$ cat config.mk
export PLATFORM = sky130hd
export DESIGN_NAME = voice_allocator
export DESIGN_NICKNAME = d
export VERILOG_FILES = /design/src/rtl/voice_allocator.sv
export SDC_FILE = /design/constraint.sdc
export NUM_CORES = 1
export LEC_CHECK = 0
export BUFFER_PORTS_ARGS = -buffer_cell sky130_fd_sc_hd__buf_2
export CORE_MARGIN = 10
export CORE_UTILIZATION = 45
export CTS_BUF_LIST = sky130_fd_sc_hd__clkbuf_4 sky130_fd_sc_hd__clkbuf_8
export DETAILED_ROUTE_END_ITERATION = 8
export PLACE_DENSITY = 0.66
export SKIP_LAST_GASP = 1
export SLEW_MARGIN = 20
export SYNTH_ARGS = -nofsm -noshare
export SYNTH_HDL_FRONTEND = slang
export SYNTH_SLANG_ARGS = --single-unit
$ cat constraint.sdc
create_clock -name reg_clk -period 6.9 [get_ports reg_clk]
set_clock_uncertainty 0.15 [all_clocks]
set_input_delay 0.69 -clock reg_clk [delete_from_list [all_inputs] [get_ports reg_clk]]
set_output_delay 0.69 -clock reg_clk [all_outputs]
set_load 0.01 [all_outputs]
$ cat src/rtl/voice_allocator.sv
// voice_allocator
//   Voice scheduler for the polyphonic synthesizer. Accepts MIDI note-on/off
//   events and scans the voice slots one per cycle to pick a target voice.
//   Allocation priority: retrigger a voice holding the key, first idle voice,
//   oldest releasing voice, then steal the oldest keyed voice.
//
//   Ports
//     reg_clk, reset_reg_n            clock, async active-low reset
//     ev_valid/ev_ready               event handshake
//     ev_on, ev_key, ev_vel           event payload (note-on vel 0 = note-off)
//     voice_free[VOICES]              per-voice envelope idle flags
//     sustain                         pedal level (SUSTAIN_PEDAL_EN only)
//     gate_valid/on/voice/key/vel     one-cycle gate command to the engine
//     steal                           gate retargets a voice holding another key
//     keys_on[VOICES], active_keys    held-key map and its popcount
//
//   Configuration macro: SUSTAIN_PEDAL_EN adds the sustain pedal input and
//   deferred release of sustained voices on the pedal falling edge.
module voice_allocator #(
  parameter int unsigned VOICES  = 32,
  parameter int unsigned V_WIDTH = 5,
  parameter int unsigned AGE_W   = 8
) (
  input  logic                 reg_clk,
  input  logic                 reset_reg_n,
  input  logic                 ev_valid,
  output logic                 ev_ready,
  input  logic                 ev_on,
  input  logic [6:0]           ev_key,
  input  logic [6:0]           ev_vel,
  input  logic [VOICES-1:0]    voice_free,
`ifdef SUSTAIN_PEDAL_EN
  input  logic                 sustain,
`endif
  output logic                 gate_valid,
  output logic                 gate_on,
  output logic [V_WIDTH-1:0]   gate_voice,
  output logic [6:0]           gate_key,
  output logic [6:0]           gate_vel,
  output logic                 steal,
  output logic [VOICES-1:0]    keys_on,
  output logic [V_WIDTH:0]     active_keys
);

  localparam int unsigned KEY_W = 7;
  localparam int unsigned CNT_W = V_WIDTH + 1;
  localparam logic [AGE_W-1:0] AGE_MAX = '1;

  typedef enum logic [1:0] {ST_IDLE, ST_SCAN, ST_COMMIT} state_t;
  typedef enum logic [1:0] {MODE_ON, MODE_OFF, MODE_PEDAL} mode_t;

  state_t                         r_state;
  mode_t                          r_mode;
  logic [V_WIDTH-1:0]             r_idx;
  logic [KEY_W-1:0]               r_ev_key;
  logic [KEY_W-1:0]               r_ev_vel;
  logic [VOICES-1:0][KEY_W-1:0]   r_key;
  logic [VOICES-1:0][AGE_W-1:0]   r_age;
  logic [VOICES-1:0]              r_keys_on;

  // Note-on scan candidates
  logic                           r_match_found;
  logic [V_WIDTH-1:0]             r_match_idx;
  logic                           r_idle_found;
  logic [V_WIDTH-1:0]             r_idle_idx;
  logic                           r_rel_found;
  logic [V_WIDTH-1:0]             r_rel_idx;
  logic [AGE_W-1:0]               r_rel_age;
  logic [V_WIDTH-1:0]             r_old_idx;
  logic [AGE_W-1:0]               r_old_age;

  logic                           r_ev_ready;
  logic                           r_gate_valid;
  logic                           r_gate_on;
  logic [V_WIDTH-1:0]             r_gate_voice;
  logic [KEY_W-1:0]               r_gate_key;
  logic [KEY_W-1:0]               r_gate_vel;
  logic                           r_steal;
  logic [CNT_W-1:0]               r_active_keys;

`ifdef SUSTAIN_PEDAL_EN
  logic [VOICES-1:0]              r_sustained;
  logic                           r_sus_d;
  logic                           r_sus_lat;
  logic                           r_pedal_pend;
  logic                           w_fall_now;
`endif

  logic [KEY_W-1:0]               w_cur_key;
  logic [AGE_W-1:0]               w_cur_age;
  logic                           w_cur_on;
  logic                           w_cur_held;
  logic                           w_cur_free;
  logic                           w_key_hit;
  logic                           w_last;
  logic                           w_ready_next;
  logic [V_WIDTH-1:0]             w_chosen;
  logic                           w_steal;
  logic [CNT_W-1:0]               w_popcnt;

  // Per-cycle view of the voice under inspection
  always_comb begin
    w_cur_key  = r_key[r_idx];
    w_cur_age  = r_age[r_idx];
    w_cur_on   = r_keys_on[r_idx];
    w_cur_free = voice_free[r_idx];
    w_key_hit  = (w_cur_key == r_ev_key);
    w_last     = (r_idx == V_WIDTH'(VOICES - 1));
`ifdef SUSTAIN_PEDAL_EN
    // A sustained voice still sounds its key, so a repeat note-on reclaims it
    w_cur_held   = w_cur_on | r_sustained[r_idx];
    w_fall_now   = r_sus_d & ~sustain;
    // Drop ready one cycle early so a pedal fall pre-empts a waiting event
    w_ready_next = ~w_fall_now;
`else
    w_cur_held   = w_cur_on;
    w_ready_next = 1'b1;
`endif
  end

  // Allocation priority resolved from the finished scan
  always_comb begin
    w_chosen = r_old_idx;
    if (r_match_found)     w_chosen = r_match_idx;
    else if (r_idle_found) w_chosen = r_idle_idx;
    else if (r_rel_found)  w_chosen = r_rel_idx;
    w_steal = r_keys_on[w_chosen] && (r_key[w_chosen] != r_ev_key);
  end

  // Held-key count
  always_comb begin
    w_popcnt = '0;
    for (int i = 0; i < VOICES; i++) begin
      w_popcnt = w_popcnt + CNT_W'(r_keys_on[i]);
    end
  end

  // Control FSM, voice state and registered outputs
  always_ff @(posedge reg_clk or negedge reset_reg_n) begin
    if (!reset_reg_n) begin
      r_state       <= ST_IDLE;
      r_mode        <= MODE_ON;
      r_idx         <= '0;
      r_ev_key      <= '0;
      r_ev_vel      <= '0;
      r_key         <= '0;
      r_age         <= '0;
      r_keys_on     <= '0;
      r_match_found <= 1'b0;
      r_match_idx   <= '0;
      r_idle_found  <= 1'b0;
      r_idle_idx    <= '0;
      r_rel_found   <= 1'b0;
      r_rel_idx     <= '0;
      r_rel_age     <= '0;
      r_old_idx     <= '0;
      r_old_age     <= '0;
      r_ev_ready    <= 1'b1;
      r_gate_valid  <= 1'b0;
      r_gate_on     <= 1'b0;
      r_gate_voice  <= '0;
      r_gate_key    <= '0;
      r_gate_vel    <= '0;
      r_steal       <= 1'b0;
      r_active_keys <= '0;
`ifdef SUSTAIN_PEDAL_EN
      r_sustained   <= '0;
      r_sus_d       <= 1'b0;
      r_sus_lat     <= 1'b0;
      r_pedal_pend  <= 1'b0;
`endif
    end else begin
      r_gate_valid  <= 1'b0;
      r_steal       <= 1'b0;
      r_active_keys <= w_popcnt;
`ifdef SUSTAIN_PEDAL_EN
      r_sus_d <= sustain;
`endif
      case (r_state)
        ST_IDLE: begin
`ifdef SUSTAIN_PEDAL_EN
          if (r_pedal_pend) begin
            r_pedal_pend <= 1'b0;
            r_mode       <= MODE_PEDAL;
            r_idx        <= '0;
            r_ev_ready   <= 1'b0;
            r_state      <= ST_SCAN;
          end else
`endif
          if (ev_valid && r_ev_ready) begin
            r_ev_key      <= ev_key;
            r_ev_vel      <= ev_vel;
            r_mode        <= (ev_on && (ev_vel != '0)) ? MODE_ON : MODE_OFF;
            r_idx         <= '0;
            r_match_found <= 1'b0;
            r_idle_found  <= 1'b0;
            r_rel_found   <= 1'b0;
            r_rel_age     <= '0;
            r_old_idx     <= '0;
            r_old_age     <= '0;
            r_ev_ready    <= 1'b0;
            r_state       <= ST_SCAN;
`ifdef SUSTAIN_PEDAL_EN
            r_sus_lat     <= sustain;
`endif
          end else begin
            r_ev_ready <= w_ready_next;
          end
        end

        ST_SCAN: begin
          case (r_mode)
            MODE_ON: begin
              if (!r_match_found && w_cur_held && w_key_hit) begin
                r_match_found <= 1'b1;
                r_match_idx   <= r_idx;
              end
              if (!r_idle_found && !w_cur_on && w_cur_free) begin
                r_idle_found <= 1'b1;
                r_idle_idx   <= r_idx;
              end
              // Strict compare keeps the lowest index on age ties
              if (!w_cur_on && (!r_rel_found || (w_cur_age > r_rel_age))) begin
                r_rel_found <= 1'b1;
                r_rel_idx   <= r_idx;
                r_rel_age   <= w_cur_age;
              end
              if (w_cur_age > r_old_age) begin
                r_old_idx <= r_idx;
                r_old_age <= w_cur_age;
              end
            end
            MODE_OFF: begin
              if (w_cur_on && w_key_hit) begin
                r_keys_on[r_idx] <= 1'b0;
`ifdef SUSTAIN_PEDAL_EN
                if (r_sus_lat) begin
                  r_sustained[r_idx] <= 1'b1;
                end else
`endif
                begin
                  r_gate_valid <= 1'b1;
                  r_gate_on    <= 1'b0;
                  r_gate_voice <= r_idx;
                  r_gate_key   <= r_ev_key;
                  r_gate_vel   <= '0;
                end
              end
            end
`ifdef SUSTAIN_PEDAL_EN
            MODE_PEDAL: begin
              if (r_sustained[r_idx]) begin
                r_sustained[r_idx] <= 1'b0;
                r_gate_valid       <= 1'b1;
                r_gate_on          <= 1'b0;
                r_gate_voice       <= r_idx;
                r_gate_key         <= w_cur_key;
                r_gate_vel         <= '0;
              end
            end
`endif
            default: ;
          endcase
          if (w_last) begin
            r_idx   <= '0;
            r_state <= (r_mode == MODE_ON) ? ST_COMMIT : ST_IDLE;
          end else begin
            r_idx <= r_idx + V_WIDTH'(1);
          end
        end

        ST_COMMIT: begin
          r_gate_valid        <= 1'b1;
          r_gate_on           <= 1'b1;
          r_gate_voice        <= w_chosen;
          r_gate_key          <= r_ev_key;
          r_gate_vel          <= r_ev_vel;
          r_steal             <= w_steal;
          r_keys_on[w_chosen] <= 1'b1;
          r_key[w_chosen]     <= r_ev_key;
`ifdef SUSTAIN_PEDAL_EN
          r_sustained[w_chosen] <= 1'b0;
`endif
          // Chosen voice becomes youngest; everything else ages, saturating
          for (int i = 0; i < VOICES; i++) begin
            if (V_WIDTH'(i) == w_chosen) begin
              r_age[i] <= '0;
            end else if (r_age[i] != AGE_MAX) begin
              r_age[i] <= r_age[i] + AGE_W'(1);
            end
          end
          r_state <= ST_IDLE;
        end

        default: r_state <= ST_IDLE;
      endcase
`ifdef SUSTAIN_PEDAL_EN
      // Placed last so a fresh fall is never lost to a pend clear
      if (w_fall_now) r_pedal_pend <= 1'b1;
`endif
    end
  end

  assign ev_ready    = r_ev_ready;
  assign gate_valid  = r_gate_valid;
  assign gate_on     = r_gate_on;
  assign gate_voice  = r_gate_voice;
  assign gate_key    = r_gate_key;
  assign gate_vel    = r_gate_vel;
  assign steal       = r_steal;
  assign keys_on     = r_keys_on;
  assign active_keys = r_active_keys;

endmodule

==> metrics.csv, run 1 <==
stage,metric,value,unit
place,dp.cells,4548,
power_and_ir_drop,switching_share,37.82,%
place,port_buffers,110,
clock_network,clock_sinks,602,
grt,grt_usage,26.51,%
clock_network,cts_tree,built,
critical_path,slowest_stage,dfrtp_4,
place,gp_congestion,0.9814,
sta,whs,0.04347,ns
finish,final_area,39500,um^2
place,preCtsSetupSlack,1.795,ns
hold_path,hold_depth,2,
floorplan,die-area,90300,um^2
power_and_ir_drop,powerDensity,268.9,nW/um^2
sta,tns,0,ns
synthesis,seq_area_frac_synth,42.55,%
critical_path,start_kind,flop,
sta,rsz0062_at_grt,no,
synthesis,syn_avg_cell_area,9.997,um^2
floorplan,io_pins,111,
synthesis,yosys_warnings,0,
clock_network,clock_latency,0.78,ns
sta,fin_crit,5.274,ns
detailed_routing,antenna_left,0,
critical_path,timing.rr.end,r_rel_age[7],
floorplan,core_area,77720,um^2
hold_path,min_path_type,in2reg,
sta,slew_headroom,17.51,%
sta,hold_viol_final,0,
synthesis,async_flop_share,100.0,%
power_and_ir_drop,switchingPower,4.017,mW
clock_network,cts_buffer_depth,3,
clock_network,postCtsSetupRepairBufs,0,
run_status,run_status,completed,
sta,fin_crit_sh,76.44,%
critical_path,crit_path_frequent_cell,o21a_1,
critical_path,arrival,5.75,ns
detailed_routing,wirelength,122400,um
place,place_area,37050,um^2
critical_path,critPathRequiredTime,7.37,ns
critical_path,r2r-start,r_idx[1],
finish,instances_no_fill,4752,
synthesis,syn_area,35410,um^2
critical_path,r2r_slack,1.63,ns
floorplan,start_util,45.56,%
hold_path,hold_start,ev_vel[3],
power_and_ir_drop,seqPwrFrac,35.9,%
grt,grt_pass1_vias,28340,
detailed_routing,drtIter0Drc,3519,
synthesis,ys_types,79,
finish,final_cell_mix,"dfrtp_1 (597), nand2_1 (588), o21ai_0 (322), nor2_1 (246), mux2_2 (150)",
clock_network,cts_root_buf,clkbuf_8,
detailed_routing,num_vias,29930,
synthesis,synth_edf_count,0,
finish,layout.nets,3767,
detailed_routing,routedWlPerCell,25.77,um
floorplan,fp.dieH,300.5,um
finish,layout-drive-gt1-share,19.17,%
sta,setup_viol,0,
place,hpwl,84620,um
critical_path,crit_type,reg2reg,
clock_network,cts-resized-gates,0,
detailed_routing,drc_errors,0,
clock_network,cts_made_buffers,107,
finish,final_core_util,50.83,%
power_and_ir_drop,irDropWorstVdd,0.1797,mV
finish,nFillCells,6983,
power_and_ir_drop,power,10.62,mW
finish,layout_commonest_cell,dfrtp_1,
grt,grt_max_degree,154,
synthesis,synth-seq-cells,602,
critical_path,worstSetupEndpointType,flop,
detailed_routing,viasPerCell,6.298,
synthesis,netlist_instances,3542,
power_and_ir_drop,intPower,6.604,mW
critical_path,reg2regPathDepth,13,
critical_path,slowest_delay,1.15,ns
sta,tightestPinTransition,1.236,ns
sta,worst_slack,1.626,ns
critical_path,path_max_fanout,73,
floorplan,std_cell_rows,102,
clock_network,h-tree-depth,3,
grt,grt_pass1_wl,183400,um
power_and_ir_drop,clockPowerShare,34.2,%
hold_path,min_to,r_ev_vel[3],
power_and_ir_drop,p_leak,17.48,nW
synthesis,synth_top_flop_cell,dfrtp_1,
grt,antenna_found_initial,2,
floorplan,die_w,300.5,um
finish,area_delta_synth_final,11.57,%
detailed_routing,dr.pass1.iters,6,
power_and_ir_drop,pwr-share-comb,29.9,%
clock_network,ctsHoldBuffers,13,
critical_path,crit_chain,"mux4_2, a22oi_1, nand4_1, ha_1, nor2b_1, o21a_1, o21a_1, o21a_1, o21bai_1, a22o_1, a21oi_2, o21ai_1, mux2_2",
sta,clock.fmax,189.6,MHz
clock_network,clkTransAtPathRegs,0.06,ns
job,drv_cap,0,
synthesis,syn_nets,3679,
grt,grt_overflow,0,
sta,maxSlewViolCount,0,
==> cells in the mapped netlist, types with 19 or more instances <==
cell type	instances	area share (%)
o22ai_1	26	0.46
nor2_1	250	2.7
mux2i_1	135	3.8
clkbuf_1	133	1.4
and2_1	26	0.46
xnor2_1	30	0.74
inv_1	76	0.81
a22oi_1	70	1.5
nand4_1	75	1.3
dfrtp_1	601	42
nand2b_1	31	0.55
nand3_1	105	1.5
buf_1	19	0.20
nand2_1	588	6.2
a211oi_1	23	0.49
ha_1	63	2.2
a21oi_1	70	0.99
fa_1	24	1.4
o31ai_1	27	0.57
mux2_2	150	4.8
and3_1	96	1.7
o21ai_0	322	4.6
mux4_2	145	9.2
buf_2	48	0.68
xor2_1	95	2.3
==> how the worst max path moves through the flow <==
| stage | from | end | slack [ns] | depth (start not counted) |
|---|---|---|---|---|
| after global placement | r_idx[0] | r_rel_age[4] | 1.85 | 14 |
| after global routing | r_idx[0] | r_rel_age[7] | 1.46 | 14 |
| after detailed placement | r_idx[0] | r_rel_age[7] | 1.79 | 14 |
| after floorplan | r_idx[0] | r_rel_age[0] | 2.04 | 18 |
| final | r_idx[1] | r_rel_age[7] | 1.63 | 13 |
| after CTS | r_idx[0] | r_rel_age[7] | 1.74 | 14 |
==> critical path, delay by kind of cell, from the launching register on <==
kind / cells / cell delay [ns]
flip-flops: 1 / 1.15
AND/OR/NAND/NOR: 2 / 0.39
multiplexers: 2 / 0.90
adder cells (fa/ha/maj): 1 / 0.36
AO/OA/AOI/OAI: 8 / 2.06
==> layer usage <==
metal	GRT usage [%]	part of all wire (%)	vias up
li1	-	-	13050
met1	35.49	40	14790
met2	39.19	44	1702
met3	7.042	10	392
met4	13.52	5.8	2
met5	0	0.029	-
==> sequential cells by signal, indices dropped and copies added, names as in the netlist, 2 cells and up <==
signal       count
r_age          256
r_state          2
r_ev_vel         7
r_idle_idx       5
r_ev_key         7
r_old_idx        5
r_old_age        8
r_rel_age        8
gate_voice       5
r_match_idx      5
r_rel_idx        5
gate_vel         7
keys_on         32
r_idx            5
active_keys      6
gate_key         7
r_key          224
==> final cells by class <==
class	count	area (um^2)	area share, %
clock buffer	167	2105	5.328
sequential	602	15080	38.16
tap	1040	1301	3.294
clock inverter	21	212.7	0.5385
timing repair buffer	194	1336	3.383
multi-input combinational	2647	19170	48.53
antenna	3	7.507	0.01900
inverter	78	292.8	0.7412
==> cells by family (layout without fill, tap and decap cells) <==
kind of cell | count (synthesis) | in the layout | synth area share (%)
other cells | 0 | 3 | 0
flops | 602 | 602 | 42.55
compound gates | 724 | 724 | 12.84
mux | 434 | 434 | 17.98
xor+xnor | 125 | 125 | 3.092
buf+inv | 293 | 460 | 3.488
fa+ha+maj | 87 | 87 | 3.583
simple gates | 1277 | 1277 | 16.46
==> power groups by stage <==
stage | clock network, mW | registers, mW | logic, mW
final | 3.64 | 3.81 | 3.18
after global routing | 3.83 | 3.82 | 3.29
after CTS | 3.68 | 3.80 | 3.09
after detailed placement | 0 | 3.87 | 3.08
after global placement | 0 | 3.86 | 3.07
after floorplan | 0 | 3.72 | 2.03
No activity file was read; power rests on OpenSTA's default activity.
==> inputs of run 2 (changes only) <==
==> constraint.sdc (replaced) <==
create_clock -name reg_clk -period 4.96 [get_ports reg_clk]
set_clock_uncertainty 0.15 [all_clocks]
set_input_delay 0.496 -clock reg_clk [delete_from_list [all_inputs] [get_ports reg_clk]]
set_output_delay 0.496 -clock reg_clk [all_outputs]
set_load 0.01 [all_outputs]
==> metrics.csv, run 2 (synthesis gave the netlist of run 1 again) <==
stage,metric,value,unit,change
critical_path,timing.rr.end,active_keys[5],,was r_rel_age[7]
clock_network,cts_buffer_depth,3,,unchanged
floorplan,start_util,45.56,%,unchanged
critical_path,crit_type,reg2reg,,unchanged
grt,grt_overflow,0,,unchanged
finish,final_cell_mix,"dfrtp_1 (597), nand2_1 (588), o21ai_0 (322), nor2_1 (250), mux2_2 (150)",,"was dfrtp_1 (597), nand2_1 (588), o21ai_0 (322), nor2_1 (246), mux2_2 (150)"
place,place_area,37700,um^2,was 37050 um^2
grt,grt_pass1_vias,29460,,was 28340
power_and_ir_drop,power,15.11,mW,was 10.62 mW
critical_path,r2r_slack,0.20,ns,was 1.63 ns
clock_network,clock_sinks,602,,unchanged
sta,hold_viol_final,0,,unchanged
floorplan,fp.dieH,300.5,um,unchanged
finish,final_core_util,51.79,%,was 50.83%
sta,setup_viol,0,,unchanged
place,dp.cells,4628,,was 4548
clock_network,clkTransAtPathRegs,0.06,ns,about the same
clock_network,postCtsSetupRepairBufs,0,,unchanged
sta,tns,0,ns,unchanged
floorplan,io_pins,111,,unchanged
hold_path,min_path_type,in2async,,was in2reg
sta,clock.fmax,210.2,MHz,was 189.6 MHz
place,port_buffers,110,,unchanged
run_status,run_status,completed,,unchanged
detailed_routing,num_vias,30190,,was 29930
detailed_routing,drc_errors,0,,unchanged
clock_network,cts_root_buf,clkbuf_8,,unchanged
sta,tightestPinTransition,1.004,ns,was 1.236 ns
clock_network,cts_tree,built,,unchanged
critical_path,r2r-start,keys_on[0],,was r_idx[1]
critical_path,crit_path_start,keys_on[0],,was r_idx[1]
finish,layout-drive-gt1-share,21.03,%,was 19.17%
sta,fin_crit,4.757,ns,was 5.274 ns
grt,grt_usage,26.77,%,was 26.51%
finish,instances_no_fill,4847,,was 4752
detailed_routing,dr.pass1.iters,5,,was 6
place,gp_congestion,0.9738,,was 0.9814
floorplan,std_cell_rows,102,,unchanged
place,hpwl,86160,um,was 84620 um
power_and_ir_drop,powerDensity,375.4,nW/um^2,was 268.9 nW/um^2
critical_path,reg2regPathDepth,15,,was 13
floorplan,die_w,300.5,um,unchanged
detailed_routing,drtIter0Drc,3401,,was 3519
place,preCtsSetupSlack,0.1569,ns,was 1.795 ns
grt,antenna_found_initial,7,,was 2
critical_path,worstSetupEndpointType,flop,,unchanged
critical_path,path_max_fanout,2,,was 73
floorplan,die-area,90300,um^2,unchanged
critical_path,start_kind,flop,,unchanged
critical_path,endpoint,active_keys[5],,was r_rel_age[7]
finish,layout_commonest_cell,dfrtp_1,,unchanged
sta,rsz0062_at_grt,no,,unchanged
finish,layout.nets,3853,,was 3767
detailed_routing,routedWlPerCell,25.23,um,was 25.77 um
detailed_routing,wirelength,122300,um,was 122400 um
sta,slew_headroom,32.35,%,was 17.51%
sta,worst_slack,0.2030,ns,was 1.626 ns
finish,area_delta_synth_final,13.69,%,was 11.57%
finish,final_area,40250,um^2,was 39500 um^2
clock_network,h-tree-depth,3,,unchanged
finish,largest_register,r_age,,unchanged
sta,fin_crit_sh,95.91,%,was 76.44%
grt,grt_pass1_wl,186500,um,was 183400 um
critical_path,arrival,5.22,ns,was 5.75 ns
clock_network,clock_latency,0.75,ns,was 0.78 ns
sta,whs,0.2609,ns,was 0.04347 ns
finish,largest_register_ffs,256,,unchanged
sta,maxSlewViolCount,0,,unchanged
power_and_ir_drop,p_leak,17.98,nW,was 17.48 nW
power_and_ir_drop,irDropWorstVdd,0.3322,mV,was 0.1797 mV
clock_network,cts_made_buffers,109,,was 107
detailed_routing,antenna_left,0,,unchanged
critical_path,critPathRequiredTime,5.42,ns,was 7.37 ns
grt,grt_max_degree,104,,was 154
detailed_routing,viasPerCell,6.228,,was 6.298
job,drv_cap,0,,unchanged
floorplan,core_area,77720,um^2,unchanged
==> run 2: worst min-delay path by stage <==
| stage | from | end | cells after the start |
|---|---|---|---|
| 6_report | reset_reg_n | r_age[166] | 2 |
| 3_5_place_dp | gate_voice[0] | gate_voice[0] | 2 |
| 4_1_cts | ev_valid | r_state[1] | 4 |
| 5_1_grt | ev_valid | r_state[1] | 4 |
| 3_3_place_gp | gate_voice[1] | gate_voice[1] | 2 |
| 2_1_floorplan | reset_reg_n | active_keys[0] | 0 |
==> run 2: area by class of cell <==
class	count	area, um^2
diodes	3	7.507
clock buffers	177	2167
clock inverters	22	203.9
fillers	7042	37470
inverters	78	292.8
multi-input cells	2647	19170
flip-flops and latches	602	15080
well taps	1040	1301
repair buffers	278	2034
==> run 2: timing repair <==
| item | in CTS | in global routing |
|---|---|---|
| setup endpoints to repair | 0 | 1 |
| gates resized for setup | 0 | 1 |
| hold buffers | 16 | 0 |
| hold endpoints to repair | 111 | 0 |
==> run 2: where the power goes <==
group	internal [mW]	switching [mW]	total [mW]
clock network	2.91	2.23	5.15
registers	5.04	0.273	5.31
logic	1.50	3.15	4.66
==> run 2: metal layers <==
layer	GRT usage, %	vias up	wire [um]
met3	8.379	404	13480
met1	34.93	14960	48330
met5	0.2704	-	48
met4	14.66	8	7271
li1	-	13230	-
met2	39.22	1586	53150
==> run 2: worst max-delay path, cell delays in order (launching register included) <==
cell and delay (ns):
dfrtp_1 0.34, inv_1 0.06, fa_1 0.52, inv_1 0.05
fa_1 0.41, fa_1 0.49, fa_1 0.52, fa_1 0.54
inv_1 0.05, fa_1 0.59, inv_1 0.06, ha_1 0.29
a21o_1 0.17, a21oi_2 0.17, nor2b_1 0.06, o21a_1 0.16
